## src/rtl/his_builder_reg.sv

```systemverilog
// Register-based dTOF histogram builder: counts valid bin addresses during
// acquisition, then streams bins 1..Nb out serially with a type/status code.
module his_builder_reg #(
    parameter int unsigned Np      = 8,
    parameter int unsigned Nb      = 16,
    parameter int unsigned peakMax = 8
) (
    input  logic               clk,
    input  logic               res,
    input  logic [1:0]         wrEnable,
    input  logic               acqFinish,
    input  logic [Np:1]        addr,
    output logic [peakMax-1:0] binCounts,
    output logic [1:0]         dataFinish
);

    typedef enum logic [1:0] {StAcq, StRead, StDone} state_e;

    localparam logic [Np-1:0]      LastPtr = Np'(Nb);
    localparam logic [Np-1:0]      OnePtr  = Np'(1);
    localparam logic [peakMax-1:0] CntMax  = '1;

    state_e             state_q, state_d;
    logic [Np-1:0]      ptr_q, ptr_d;
    logic               tag_q, tag_d;
    logic [peakMax-1:0] bin_counts_q, bin_counts_d;
    logic [1:0]         data_finish_q, data_finish_d;
    logic [peakMax-1:0] bins_q [Nb];
    logic [peakMax-1:0] bins_d [Nb];

    logic               addr_valid;
    logic               wr_hit;
    logic [peakMax-1:0] rd_val;

    // The acqFinish cycle's event is deliberately dropped.
    assign addr_valid = (addr != '0) && (addr <= LastPtr);
    assign wr_hit     = (state_q == StAcq) && !acqFinish && wrEnable[0] && addr_valid;

    // Each bin sees its own increment from the registered value, so
    // back-to-back hits on one address never lose a count.
    always_comb begin
        for (int i = 0; i < Nb; i++) begin
            bins_d[i] = bins_q[i];
            if (wr_hit && (addr == Np'(i + 1)) && (bins_q[i] != CntMax)) begin
                bins_d[i] = bins_q[i] + peakMax'(1);
            end
        end
    end

    always_comb begin
        rd_val = '0;
        for (int i = 0; i < Nb; i++) begin
            if (ptr_q == Np'(i + 1)) begin
                rd_val = bins_q[i];
            end
        end
    end

    always_comb begin
        state_d       = state_q;
        ptr_d         = ptr_q;
        tag_d         = tag_q;
        bin_counts_d  = '0;
        data_finish_d = 2'b00;
        case (state_q)
            StAcq: begin
                if (acqFinish) begin
                    tag_d   = wrEnable[1];
                    ptr_d   = OnePtr;
                    state_d = StRead;
                end
            end
            StRead: begin
                bin_counts_d  = rd_val;
                data_finish_d = tag_q ? 2'b01 : 2'b10;
                ptr_d         = ptr_q + OnePtr;
                if (ptr_q == LastPtr) begin
                    state_d = StDone;
                end
            end
            StDone: begin
                data_finish_d = 2'b11;
            end
            default: begin
                state_d = StAcq;
            end
        endcase
    end

    always_ff @(posedge clk) begin
        if (res) begin
            state_q       <= StAcq;
            ptr_q         <= OnePtr;
            tag_q         <= 1'b0;
            bin_counts_q  <= '0;
            data_finish_q <= 2'b00;
            for (int i = 0; i < Nb; i++) begin
                bins_q[i] <= '0;
            end
        end else begin
            state_q       <= state_d;
            ptr_q         <= ptr_d;
            tag_q         <= tag_d;
            bin_counts_q  <= bin_counts_d;
            data_finish_q <= data_finish_d;
            for (int i = 0; i < Nb; i++) begin
                bins_q[i] <= bins_d[i];
            end
        end
    end

    assign binCounts  = bin_counts_q;
    assign dataFinish = data_finish_q;

endmodule

```

## config.mk

```make
export PLATFORM = sky130hd
export DESIGN_NAME = his_builder_reg
export DESIGN_NICKNAME = d
export VERILOG_FILES = /design/src/rtl/his_builder_reg.sv
export SDC_FILE = /design/constraint.sdc
export NUM_CORES = 1
export LEC_CHECK = 0
export ABC_AREA = 0
export BUFFER_PORTS_ARGS = -buffer_cell sky130_fd_sc_hd__buf_2
export CORE_MARGIN = 2
export CORE_UTILIZATION = 50
export CTS_CLUSTER_DIAMETER = 60
export DETAILED_ROUTE_END_ITERATION = 12
export PLACE_DENSITY_LB_ADDON = 0.1
export SETUP_SLACK_MARGIN = 0.5
export SLEW_MARGIN = 10
export SYNTH_ARGS = -nofsm -noshare
export SYNTH_HDL_FRONTEND = slang
export SYNTH_SLANG_ARGS = --single-unit
```

## constraint.sdc

```tcl
create_clock -name clk -period 6.1 [get_ports clk]
set_input_delay 0.61 -clock clk [delete_from_list [all_inputs] [get_ports clk]]
set_output_delay 0.61 -clock clk [all_outputs]
set_load 0.02 [all_outputs]
```

## After elaboration in Yosys (flattened, before gate mapping)

Memories as Yosys holds them, arrays and structs flattened.
Cells that the tools add are included.

| word-level totals | value |
|---|---|
| memory bits (writable) | 128 |
| logic and storage cells | 196 |
| bits in registers | 21 |
| output and inout port bits | 10 |
| memories kept | 1 |

| cells by class | value |
|---|---|
| order comparisons | 1 |
| reductions and logical operators | 44 |
| muxes and demuxes | 58 |
| eq/ne operators | 52 |
| $add $sub $neg | 17 |
| bitwise logic cells | 18 |

Memory list:

| name | words | width | read ports | clocked after Yosys merged registers in | write ports | line | source |
|---|---|---|---|---|---|---|---|
| bins_q | 16 | 8 | 16 | 0 | 16 | 28 | `logic [peakMax-1:0] bins_q [Nb];` |

Operators by type and width:

| kind | count |
|---|---|
| $mux W8 | 49 |
| $add A8 B1 Y8 const B | 17 |
| $eq A8 B4 Y1 const B | 16 |
| $ne A8 B8 Y1 const B | 16 |
| $eq A8 B3 Y1 const B | 8 |
| $logic_and A1 B1 Y1 | 36 |
| $eq A8 B2 Y1 const B | 4 |
| $eq A8 B1 Y1 const B | 2 |
| $eq A8 B5 Y1 const B | 2 |
| $or A1 B1 Y1 | 16 |
| $pmux W8 S2 | 1 |
| $le A8 B5 Y1 const B | 1 |
| $reduce_bool A8 Y1 | 1 |
| $mux W2 | 3 |
| $pmux W2 S3 | 1 |
| $ne A2 B2 Y1 const B | 2 |
| $pmux W2 S2 | 1 |
| $reduce_and A2 Y1 | 2 |
| $mux W1 | 3 |
| $reduce_and A3 Y1 | 1 |
| $eq A2 B1 Y1 const B | 1 |
| $eq A2 B2 Y1 const B | 1 |
| $logic_not A2 Y1 | 1 |
| $not A1 Y1 | 2 |
| 3 further kinds | 3 |

## Logic depth before layout (Yosys ltp)

| depth | value |
|---|---|
| depth in word-level cells | 17 |
| gate-level depth with buffers | 9 |

## Least setup slack after synthesis

Ideal clock, no wire load.

| timing | value |
|---|---|
| path type | input to register |
| start | input addr[6] in the netlist's numbering |
| end | memory bins_q[10][2], in the netlist bins_q[1][18] |
| data required time | 5.972 ns |
| stages | 7 |
| path buffers | 2 |
| arrival | 2.362 ns |
| setup slack | 3.610 ns |
| library setup time | 0.128 ns |
| cells stage by stage | or4b_1 or4_1 buf_4 buf_6 nor4_4 xnor2_1 nor2_1 |

RTL lines:

| element | line | source |
|---|---|---|
| from (decl) | 12 | `input logic [Np:1] addr,` |
| to (decl) | 28 |  |

==> results_dict.tcl <==
set metrics [dict create \
    ant_nets 0 \
    synth-main-ff-cell "dfxtp_1" \
    p_clk_share_pct 48.9 \
    syn_inst 1066 \
    combPwrFrac_pct 6.9 \
    synth_cell_types 74 \
    ctsHoldBuffers 0 \
    insertion_delay_ps 430 \
    die_h_um 135 \
    cts.clk_slew.worst_paths_ps 70 \
    critical-path-max-stage-delay_ps 610 \
    worst_setup_path_end_kind "register" \
    critPathMostFrequentCell "nor2b_1" \
    p_switching_mw 0.541 \
    drt-initial-drc-count 651 \
    multi_input_area_um2 5220 \
    finalHoldViolCount 0 \
    seq_area_frac_synth_pct 34.9 \
    fmax_ghz 0.326 \
    synth_area_um2 8550 \
    drive_gt1_share_pct 7.16 \
    crit_slowest_cell "nor4_1" \
    yosysWarnings 0 \
    fin_skew_ps 13.5 \
    globalplace.congestion 0.969 \
    switching_share_pct 24.4 \
    n_antenna_cell 0 \
    p_leak_nw 2.99 \
    synth.avg_cell_area_um2 8.02 \
    fill_cells 1589 \
    synth-edff-count 0 \
    viasPerCell 5.95 \
    core_um2 16600 \
    portBuffers 22 \
    rsz0062_at_grt "no" \
    num-nets-final 1099 \
    post_cts.repair.setup_buffers 0 \
    rows 47 \
    max_slew_margin_pct 28.9 \
    final_cell_mix "nor2_1, dfxtp_1, xnor2_1" \
    required_ps 6420 \
    drv_cap 0 \
    synthArstFlopShare_pct 0 \
    dieWidth_um 135 \
    grt_overflow 0 \
    drt-wirelength-per-cell_um 18.0 \
    grt_pass1_wl_mm 37.8 \
    drv_slew 0 \
    wl_mm 23.4 \
    cp-start-kind "register" \
    clkSinkCount 149 \
    synthToLayoutAreaGrowth_pct 9.89 \
    htree_levels 4 \
    min_period_over_period_pct 50.3 \
    ios 23 \
    fin_crit_ps 3070 \
    ys_seq_elements 149 \
    hpwlAfterDp_mm 16.6 \
    total_power_mw 2.21 \
    worst_pin_slew_ps 1070 \
    grt_pass1_vias 6940 \
    antenna_found_initial 0 \
    grt_use_total_pct 26.4 \
    firstDrtPassIters 7 \
    ir_drop_uv 208 \
    cp_top_family "simple AND/OR/NAND/NOR gates" \
    root_buffer "clkbuf_16" \
    cts_tree "done" \
    start_util_pct 51.4 \
    hold_class "primary input to register" \
    drc 0 \
    grt_max_degree 75 \
    worst-path-buf-inv 1 \
    vias 7715 \
    intPower_mw 1.67 \
    seqPwrFrac_pct 44.2 \
    hold-worst-slack_ps 446 \
    status "finished clean" \
    setup_viol 0 \
    fin_tns_setup_ps 0 \
    cts_buffer_depth 2 \
    path_cells "inv_1, ha_1, nor2b_1, nand3_1, nor4_1, nor2b_1, mux2_1" \
    die_area_um2 18200 \
    layout_commonest_cell "nor2_1" \
    cts_resized 0 \
    seqCellArea_um2 2980 \
    cts_made_buffers 17 \
    cp_max_fo 14 \
    critical_path_arrival_ps 3390 \
    crit_type "register to register" \
    synth_nets 1102 \
    power.density_nw_per_um2 236 \
]
## logic make-up (layout without fill, tap and decap cells)
group / count (synthesis) / after routing / share of synthesized area (%)
simple gates: 518 / 518 / 31.6
compound gates: 166 / 166 / 13.4
flops: 149 / 149 / 34.9
xor+xnor: 103 / 103 / 10.6
buf+inv: 89 / 99 / 4.05
fa+ha+maj: 23 / 23 / 3.37
mux: 18 / 18 / 2.15
## registers in the layout, indices dropped and copies added, names as in the netlist
register	flops
state_q	2
dataFinish	2
bins_q	128
ptr_q	8
tag_q	1
binCounts	8
## metal layers
metal,vias up,global-route usage [%],routed length (um)
li1,3844,-,-
met1,3597,39.3,11600
met2,233,38.2,9900
met3,41,4.50,1290
met4,0,9.65,591
met5,-,0,0
## power by group through the flow
stage,combinational (mW),sequential (mW),clock (mW)
final,0.152,0.979,1.08
after global routing,0.165,0.979,1.14
after CTS,0.151,0.979,1.10
after detailed placement,0.150,1.00,0
after global placement,0.149,1.00,0
after floorplan,0.101,1.00,0
## worst reg2reg max path, stage by stage, from the launching register on
cell and delay (ps):
dfxtp_1 320, inv_1 80, ha_1 260, nor2b_1 580, nand3_1 580, nor4_1 620, nor2b_1 210, mux2_1 330
## cells in the mapped netlist, drive strengths merged, types with 3 or more instances
cell type	instances	share of area, %
dfxtp	149	35
nand2b	18	1.3
clkbuf	40	1.8
a311oi	6	0.61
nand3	60	3.5
and2	5	0.37
a22oi	8	0.70
o211ai	7	0.61
o22ai	5	0.37
inv	36	1.6
nand4	29	2.1
xnor2	92	9.4
nand2	77	3.4
nor3	46	2.9
nor2	155	6.8
o21ai	32	1.9
a41o	5	0.59
a32oi	4	0.41
a311o	3	0.35
mux2	3	0.40
nor2b	17	1.2
nand4b	3	0.31
o2bb2ai	4	0.41
or3	7	0.51
or2	4	0.29
mux2i	15	1.8
nor3b	8	0.70
a21oi	42	2.5
or4	7	0.61
and4	9	0.92
buf	13	0.72
a2bb2oi	3	0.31
nor4	40	3.5
a22o	3	0.31
ha	23	3.4
a2111oi	3	0.31
xor2	11	1.1
o311ai	3	0.31
nor4b	9	1.0
a211oi	10	0.88
a221oi	5	0.51
and3	9	0.66
nand3b	8	0.70
o32ai	4	0.41
## layout make-up
class | instances | area share (%)
clock buffers | 20 | 4.75
well taps | 220 | 2.93
inverters | 36 | 1.44
flip-flops and latches | 149 | 31.7
clock inverters | 12 | 1.65
multi-input cells | 828 | 55.6
repair buffers | 31 | 1.92
## final timing paths
| check | startpoint | end | slack, ps | cells past startpoint |
|---|---|---|---|---|
| hold reg to reg | tag_q$_SDFFE_PP0P_ | tag_q$_SDFFE_PP0P_ | 480 | 2 |
| hold / removal | wrEnable[1] | tag_q$_SDFFE_PP0P_ | 450 | 3 |
| setup reg to reg | state_q[0]$_SDFFE_PP0P_ | bins_q[0][31]$_SDFFE_PP0P_ | 3030 | 7 |
| setup / recovery | state_q[0]$_SDFFE_PP0P_ | bins_q[0][31]$_SDFFE_PP0P_ | 3030 | 7 |
## stage by stage
stage / utilization [%] / std cells / cell area (um^2) / setup WS (ps)
2_1_floorplan: - / 1066 / 8550 / 3610
3_3_place_gp: 52.8 / 1264 / 8790 / 2930
6_report: 56.5 / 1296 / 9400 / 3030
3_5_place_dp: 52.8 / 1264 / 8790 / 2870
5_1_grt: 56.5 / 1296 / 9400 / 2740
4_1_cts: 56.5 / 1296 / 9400 / 3030
(Power assumes the default switching activity.)
